===== config.mk =====
export PLATFORM = sky130hd
export DESIGN_NAME = conv_seq_ctrl
export DESIGN_NICKNAME = d
export VERILOG_FILES = /design/src/rtl/conv_seq_ctrl.sv
export SDC_FILE = /design/constraint.sdc
export NUM_CORES = 1
export LEC_CHECK = 0
export BUFFER_PORTS_ARGS = -buffer_cell sky130_fd_sc_hd__buf_2
export CAP_MARGIN = 20
export CELL_PAD_IN_SITES_DETAIL_PLACEMENT = 1
export CELL_PAD_IN_SITES_GLOBAL_PLACEMENT = 1
export CORE_ASPECT_RATIO = 0.6
export CORE_MARGIN = 3
export CORE_UTILIZATION = 42
export DETAILED_ROUTE_END_ITERATION = 8
export GPL_TIMING_DRIVEN = 0
export MAX_ROUTING_LAYER = met4
export PLACE_DENSITY_LB_ADDON = 0.3
export SLEW_MARGIN = 15
export SYNTH_ARGS = -nofsm -noshare
export SYNTH_HDL_FRONTEND = slang
export SYNTH_SLANG_ARGS = --single-unit

===== constraint.sdc =====
create_clock -name clk -period 2.6 [get_ports clk]
set_clock_uncertainty 0.05 [all_clocks]
set_input_delay 0.26 -clock clk [delete_from_list [all_inputs] [get_ports clk]]
set_output_delay 0.26 -clock clk [all_outputs]
set_load 0.02 [all_outputs]

===== src/rtl/conv_seq_ctrl.sv =====
// Sequencing FSM for the 1-D convolution datapath: loads the x RAM, issues x/f reads per output,
// drives the MAC accumulate/clear strobes and presents the output-valid handshake.
module conv_seq_ctrl #(
    parameter int unsigned N    = 32,
    parameter int unsigned M    = 8,
    parameter int unsigned PIPE = 1
) (
    input  logic                                 clk,
    input  logic                                 reset,
    input  logic                                 s_valid_x,
    output logic                                 s_ready_x,
    output logic                                 wr_en_x,
    output logic [((N > 1) ? $clog2(N) : 1)-1:0] wr_addr_x,
    output logic [((N > 1) ? $clog2(N) : 1)-1:0] rd_addr_x,
    output logic [((M > 1) ? $clog2(M) : 1)-1:0] rd_addr_f,
    output logic                                 clear_acc,
    output logic                                 en_acc,
    output logic                                 m_valid_y,
    input  logic                                 m_ready_y
);

    localparam int unsigned AW = (N > 1) ? $clog2(N) : 1;
    localparam int unsigned FW = (M > 1) ? $clog2(M) : 1;
    localparam int unsigned DW = (PIPE > 1) ? $clog2(PIPE) : 1;

    localparam logic [1:0] LOAD  = 2'd0;
    localparam logic [1:0] ISSUE = 2'd1;
    localparam logic [1:0] DRAIN = 2'd2;
    localparam logic [1:0] OUT   = 2'd3;

    logic [1:0]      state;
    logic [1:0]      next_state;
    logic [AW-1:0]   k;
    logic [AW-1:0]   next_k;
    logic [FW-1:0]   j;
    logic [FW-1:0]   next_j;
    logic [DW-1:0]   dcnt;
    logic [DW-1:0]   next_dcnt;
    logic [AW-1:0]   next_wr_addr;
    logic [PIPE-1:0] en_pipe;
    logic [PIPE-1:0] clr_pipe;
    logic            issue;
    logic            handshake;

    assign s_ready_x = (state == LOAD);
    assign wr_en_x   = s_valid_x && s_ready_x;
    assign issue     = (state == ISSUE);
    assign handshake = m_valid_y && m_ready_y;
    assign en_acc    = en_pipe[PIPE-1];
    assign clear_acc = clr_pipe[PIPE-1];

    // Next-state and counter update
    always_comb begin
        next_state   = state;
        next_k       = k;
        next_j       = j;
        next_dcnt    = dcnt;
        next_wr_addr = wr_addr_x;
        case (state)
            LOAD: begin
                if (wr_en_x) begin
                    if (wr_addr_x == AW'(N - 1)) begin
                        next_wr_addr = '0;
                        next_state   = ISSUE;
                    end else begin
                        next_wr_addr = wr_addr_x + AW'(1);
                    end
                end
            end
            ISSUE: begin
                if (j == FW'(M - 1)) begin
                    next_j     = '0;
                    next_dcnt  = '0;
                    next_state = DRAIN;
                end else begin
                    next_j = j + FW'(1);
                end
            end
            DRAIN: begin
                if (dcnt == DW'(PIPE - 1)) begin
                    next_state = OUT;
                end else begin
                    next_dcnt = dcnt + DW'(1);
                end
            end
            OUT: begin
                if (handshake) begin
                    if (k < AW'(N - M)) begin
                        next_k     = k + AW'(1);
                        next_state = ISSUE;
                    end else begin
                        next_k     = '0;
                        next_state = LOAD;
                    end
                end
            end
            default: next_state = LOAD;
        endcase
    end

    // State, counters and registered outputs
    always_ff @(posedge clk) begin
        if (!reset) begin
            state     <= LOAD;
            k         <= '0;
            j         <= '0;
            dcnt      <= '0;
            wr_addr_x <= '0;
            rd_addr_x <= '0;
            rd_addr_f <= '0;
            m_valid_y <= 1'b0;
            en_pipe   <= '0;
            clr_pipe  <= '0;
        end else begin
            state     <= next_state;
            k         <= next_k;
            j         <= next_j;
            dcnt      <= next_dcnt;
            wr_addr_x <= next_wr_addr;
            m_valid_y <= (next_state == OUT);
            // Addresses hold the last issue through DRAIN/OUT
            if (next_state == ISSUE) begin
                rd_addr_x <= next_k + AW'(next_j);
                rd_addr_f <= next_j;
            end
            en_pipe[0]  <= issue;
            clr_pipe[0] <= issue && (j == '0);
            for (int i = 1; i < int'(PIPE); i++) begin
                en_pipe[i]  <= en_pipe[i-1];
                clr_pipe[i] <= clr_pipe[i-1];
            end
        end
    end

endmodule


# Word-level counts from Yosys, hierarchy flattened
# Index checks and enable logic that the tools add are counted.
dict set report classes {
  n_reduce_logical 8
  muxes 16
  addsub 5
  n_lt_le_gt_ge 1
  n_eq_ne 8
}
# cell n
set op_table {}
lappend op_table {{2-to-1 mux 5 bit} 4}
lappend op_table {{adder 5 x 1 -> 5 bit, second input constant} 2}
lappend op_table {{2-to-1 mux 2 bit} 5}
lappend op_table {{case mux 2 bit (4 select lines)} 1}
lappend op_table {{== test 2 bit, second input constant} 3}
lappend op_table {{2-to-1 mux 3 bit} 2}
lappend op_table {{adder 5 x 3 -> 5 bit} 1}
lappend op_table {{== test 5 bit, second input constant} 1}
lappend op_table {{less-than comparator 5 bit, second input constant} 1}
lappend op_table {{== test 2 x 1 -> 1 bit, second input constant} 2}
lappend op_table {{AND reduction 2 bit} 2}
lappend op_table {{adder 3 x 1 -> 3 bit, second input constant} 1}
lappend op_table {{== test 3 bit, second input constant} 1}
lappend op_table {{logical AND 1 bit} 3}
lappend op_table {{logical NOT 3 bit} 1}
lappend op_table {{2-to-1 mux 1 bit} 3}
lappend op_table {{logical NOT 2 bit} 1}
lappend op_table {{!= test 2 x 1 -> 1 bit, second input constant} 1}
lappend op_table {{case mux 1 bit (2 select lines)} 1}
lappend op_table {{nonzero test 2 bit} 1}
lappend op_table {{adder 1 bit, second input constant} 1}
dict set report word_totals {
  register_bits 27
  inputBits 4
  wordCells 48
  out_inout_bits 18
}

# Longest topological paths before layout
dict set report logic_depth {
  word_depth 5
  ltp_mapped 12
  depth_no_buf 12
}

# Worst setup path after synthesis
# OpenSTA, ideal clock, no wires.
dict set report synth_path {
  path_kind {flip-flop to flip-flop}
  start {register m_valid_y}
  end {register rd_addr_x[4] (netlist bit)}
  setup_ns 0.123
  stages_incl_launch_ff 11
  path_slack_ns 0.236
  arrival_time_ns 2.190
  synth_period_minus_slack_ns 2.364
  n_path_buf 0
  required_time_ns 2.427
  path_cell_list {dfxtp_1 nand4_1 nand2_1 o21ai_0 ha_1 fa_1 a21oi_1 or3_1 a211oi_1 a311oi_1 a21oi_1}
}
dict set report synth_via {
  elab_chain_cells 4
  word_cells_on_any_way 7
  cone_classes {add/sub (1); eq/ne (1); mux (4); reduce/logical (1)}
}
# item line
set synth_rtl {}
lappend synth_rtl {{start, declared} 18} ;# output logic m_valid_y,
lappend synth_rtl {{start signal, assigned} 120} ;# m_valid_y <= (next_state == OUT);
lappend synth_rtl {{logical AND 1 bit} 48} ;# assign handshake = m_valid_y && m_ready_y;
lappend synth_rtl {{2-to-1 mux 5 bit} 87} ;# if (handshake) begin
lappend synth_rtl {{2-to-1 mux 5 bit} 59} ;# case (state)
lappend synth_rtl {{named net next_k[0]} 34} ;# logic [AW-1:0] next_k;
lappend synth_rtl {{adder 5 x 3 -> 5 bit} 123} ;# rd_addr_x <= next_k + AW'(next_j);
lappend synth_rtl {{end signal, assigned} 123}
lappend synth_rtl {{end, declared} 14} ;# output logic [((N > 1) ? $clog2(N) : 1)-1:0] rd_addr_x,
# The timed path passes the listed nets, and every way through them passes these cells.
# A chain may end at the register's enable or synchronous reset.

# Final worst setup path
dict set report layout_path {
  start {register state[1]}
  end {register rd_addr_x[4] (netlist bit)}
}
dict set report layout_via {
  word_cells_on_any_way 15
  cone_classes {add/sub (1); eq/ne (4); mux (8); reduce/logical (2)}
}
# item line
set layout_rtl {}
lappend layout_rtl {{start, declared} 31} ;# logic [1:0] state;
lappend layout_rtl {{start signal, assigned} 115} ;# state <= next_state;
lappend layout_rtl {{== test 2 bit} 59}
lappend layout_rtl {{2-to-1 mux 5 bit} 59}
lappend layout_rtl {{named net next_k[0]} 34}
lappend layout_rtl {{adder 5 x 3 -> 5 bit} 123}
# The timed path passes the listed nets, and every way through them passes these cells.

==> flow_summary.ini <==
[worst_setup_path]
reg2reg_to = rd_addr_x[4]
crit_start = state[1]
max_stage_delay_ns = 0.43
crit_cells = 11
worstReg2RegStart = state[1]
worstSetupEndpoint = rd_addr_x[4]
arrival_ns = 2.69
critPathKind = flip-flop to flip-flop
startpoint_type = flip-flop
slowest_stage = fa_2
critPathTopFamily = compound AO/OA/AOI/OAI gates
r2r_cells = 11
cp.required_ns = 2.72
cp-end-kind = flip-flop
cp_cell_sequence = nand4_1 -> buf_4 -> nand2_1 -> o21ai_1 -> ha_2 -> fa_2 -> a21oi_4 -> or3_1 -> a211oi_2 -> a311oi_1 -> a21oi_1
critical_path_buf_inv_count = 1
rrSetupSlack_ns = 0.03
cp_max_fo = 7

[clocking]
tritoncts = done
insertion_delay_ns = 0.28
cts_hold_buf = 0
cts_buffer_depth = 2
path_clk_slew_ns = 0.09
cts_num_sinks = 26
cts_made_buffers = 3
root_buffer = clkbuf_8
htreeDepth = 1

[synth]
synth_fa_ha_area_frac = 0.0989
synth-main-ff-cell = dfxtp_1
synth_common_cells = dfxtp_1, nand2_1, and2_1, ha_1, o21ai_0
synth-seq-area-share = 0.388
yosysWarningCount = 0
async_reset_ff_frac = 0
synth-simple-area-share = 0.244
synth_most_common_cell = dfxtp_1
synthXorXnorAreaFrac = 0.0131
synth-edff-count = 0
syn_area_um2 = 1340
synthMuxAreaShare = 0.0410
synth_top_family_by_area = simple AND/OR/NAND/NOR gates
syn_nets = 157
synth_top_area_share = 0.388
synthDistinctLibCells = 47
synth_compound_area_frac = 0.174
synthTopCellsByArea = dfxtp_1, ha_1, and2_1
syn_inst = 143
synth_largest_area_cell = dfxtp_1
avgSynthCellArea_um2 = 9.38
synth-seq-cells = 26

[floorplanning]
pin_count = 22
fp.dieH_um = 49.8
start_util = 0.452
die_area_um2 = 3930
dieWidth_um = 79.0
num_rows = 15
coreArea_um2 = 2970

[routing]
first_pass_iters = 5
wl_met3_um = 97
via_count = 1200
wl_met2_mm = 1.91
drc_errors = 0
ant_nets = 0
vias_per_cell = 5.56
dr.first_iter.drc_count = 91
wl_per_cell_um = 17.5
met1_length_mm = 1.72
drt-total-wl_mm = 3.78
top_layer_used = met4

[finish]
diodes = 0
drive_above_1_share = 0.333
area_growth_pct = 23.4
final_nets = 189
fillers = 368

[sta]
drv_slew = 0
holdWs_ns = 0.245
fmax_ghz = 0.389
slew_headroom = 0.720
setup_slack_ns = 0.0267
tightest_slew_ns = 0.409
period_share = 0.990
setup_viol = 0
min_period_ns = 2.57
hold_viol = 0

[global_route]
grt_pass1_vias = 1246
grt_max_degree = 15
grt_first_pass_wirelength_mm = 6.35
grtUsageTotal = 0.218
grt_antenna_before_repair = 0
overflow = 0

[placement]
gp_congestion = 0.810
numPortBuffers = 21
dpl.hpwl_mm = 2.56
pre_cts_slack_ns = -0.299

[status]
status = finished clean

[hold_path]
hold_class = primary input to flip-flop

[power]
ir_drop_uv = 251
power.leakage_uw = 0.000758
power_density_nw_per_um2 = 418

[job]
cap_violations = 0
==> sequential cells by signal, summed over array words and instances (netlist names) <==
| register | flops |
|---|---|
| clear_acc | 1 |
| en_acc | 1 |
| j | 3 |
| k | 5 |
| m_valid_y | 1 |
| rd_addr_f | 3 |
| rd_addr_x | 5 |
| state | 2 |
| wr_addr_x | 5 |
==> routing by layer <==
metal | vias up | track usage
li1 | 573 | -
met1 | 597 | 0.271
met2 | 23 | 0.365
met3 | 7 | 0.0456
met4 | 0 | 0.0514
met5 | - | -
==> placed cells by master (no fill, tap or decap), types with 2 or more instances in the layout <==
cell and n:
ha_2 2, buf_4 7, xnor2_1 2, nand2_1 12, nand4_1 2, o21ai_0 5, clkbuf_1 2, ha_1 6
dfxtp_2 2, a21oi_1 6, and3_1 2, o21ai_1 2, or3_1 4, nor2b_1 4, nor2_1 4, clkbuf_8 4
nand2_2 3, buf_2 21, a21boi_1 3, and2_1 9, dfxtp_1 22, a21boi_0 2, nand3_1 4, mux2i_1 4
dfxtp_4 2, a31oi_1 2, o211a_1 3, o21ai_2 2, inv_1 4
==> how the worst min path moves through the flow <==
stage                             from      endpoint  cells past startpoint
after floorplan                  reset        en_acc                      1
after global placement    wr_addr_x[3]  wr_addr_x[3]                      2
after detailed placement  rd_addr_f[0]  rd_addr_f[0]                      1
after CTS                        reset  wr_addr_x[1]                      2
after global routing             reset  wr_addr_x[1]                      2
final                            reset  wr_addr_x[1]                      2
==> where the power goes <==
| part | switching [µW] | internal [µW] |
|---|---|---|
| sequential | 3.47 | 398 |
| combinational | 17.5 | 9.40 |
| clock | 128 | 136 |
==> logic make-up (layout without fill, tap and decap cells) <==
group / Yosys count / count (layout)
flip-flops: 26 / 26
XOR/XNOR: 2 / 2
AO/OA/AOI/OAI: 34 / 34
AND/OR/NAND/NOR: 56 / 56
buffers and inverters: 10 / 41
adder cells (fa/ha/maj): 10 / 10
multiplexers: 5 / 5
==> what timing repair did <==
item	4_1_cts	5_1_grt
gates resized for setup	7	14
buffers inserted	3	3
pin swaps	3	6
setup endpoints to repair	1	1
hold endpoints to repair	0	0
==> worst register-to-register path, cell delays in order, from the launching register on <==
cell and delay [ns]:
dfxtp_4 0.40, nand4_1 0.18, buf_4 0.18, nand2_1 0.08, o21ai_1 0.11, ha_2 0.22, fa_2 0.43, a21oi_4 0.22
or3_1 0.15, a211oi_2 0.06, a311oi_1 0.26, a21oi_1 0.11
==> through the flow <==
stage / power [µW] / setup TNS [ns] / instances / utilization / area, µm²
after detailed placement: 440 / -0.299 / 206 / 0.505 / 1500
after CTS: 695 / 0 / 213 / 0.539 / 1600
final: 692 / 0 / 216 / 0.558 / 1660
after floorplan: 428 / 0 / 143 / - / 1340
after global routing: 726 / -0.0884 / 216 / 0.558 / 1660
after global placement: 439 / -0.179 / 206 / 0.505 / 1500
==> layout make-up <==
class | count | area (µm²) | area share
buffer | 6 | 38.8 | 0.0234
sequential | 26 | 531 | 0.320
clock buffer | 4 | 55.1 | 0.0333
timing repair buffer | 27 | 150 | 0.0907
tap | 42 | 52.6 | 0.0317
inverter | 4 | 15.0 | 0.00907
multi-input combinational | 107 | 813 | 0.491
No activity file was read; power rests on OpenSTA's default activity.
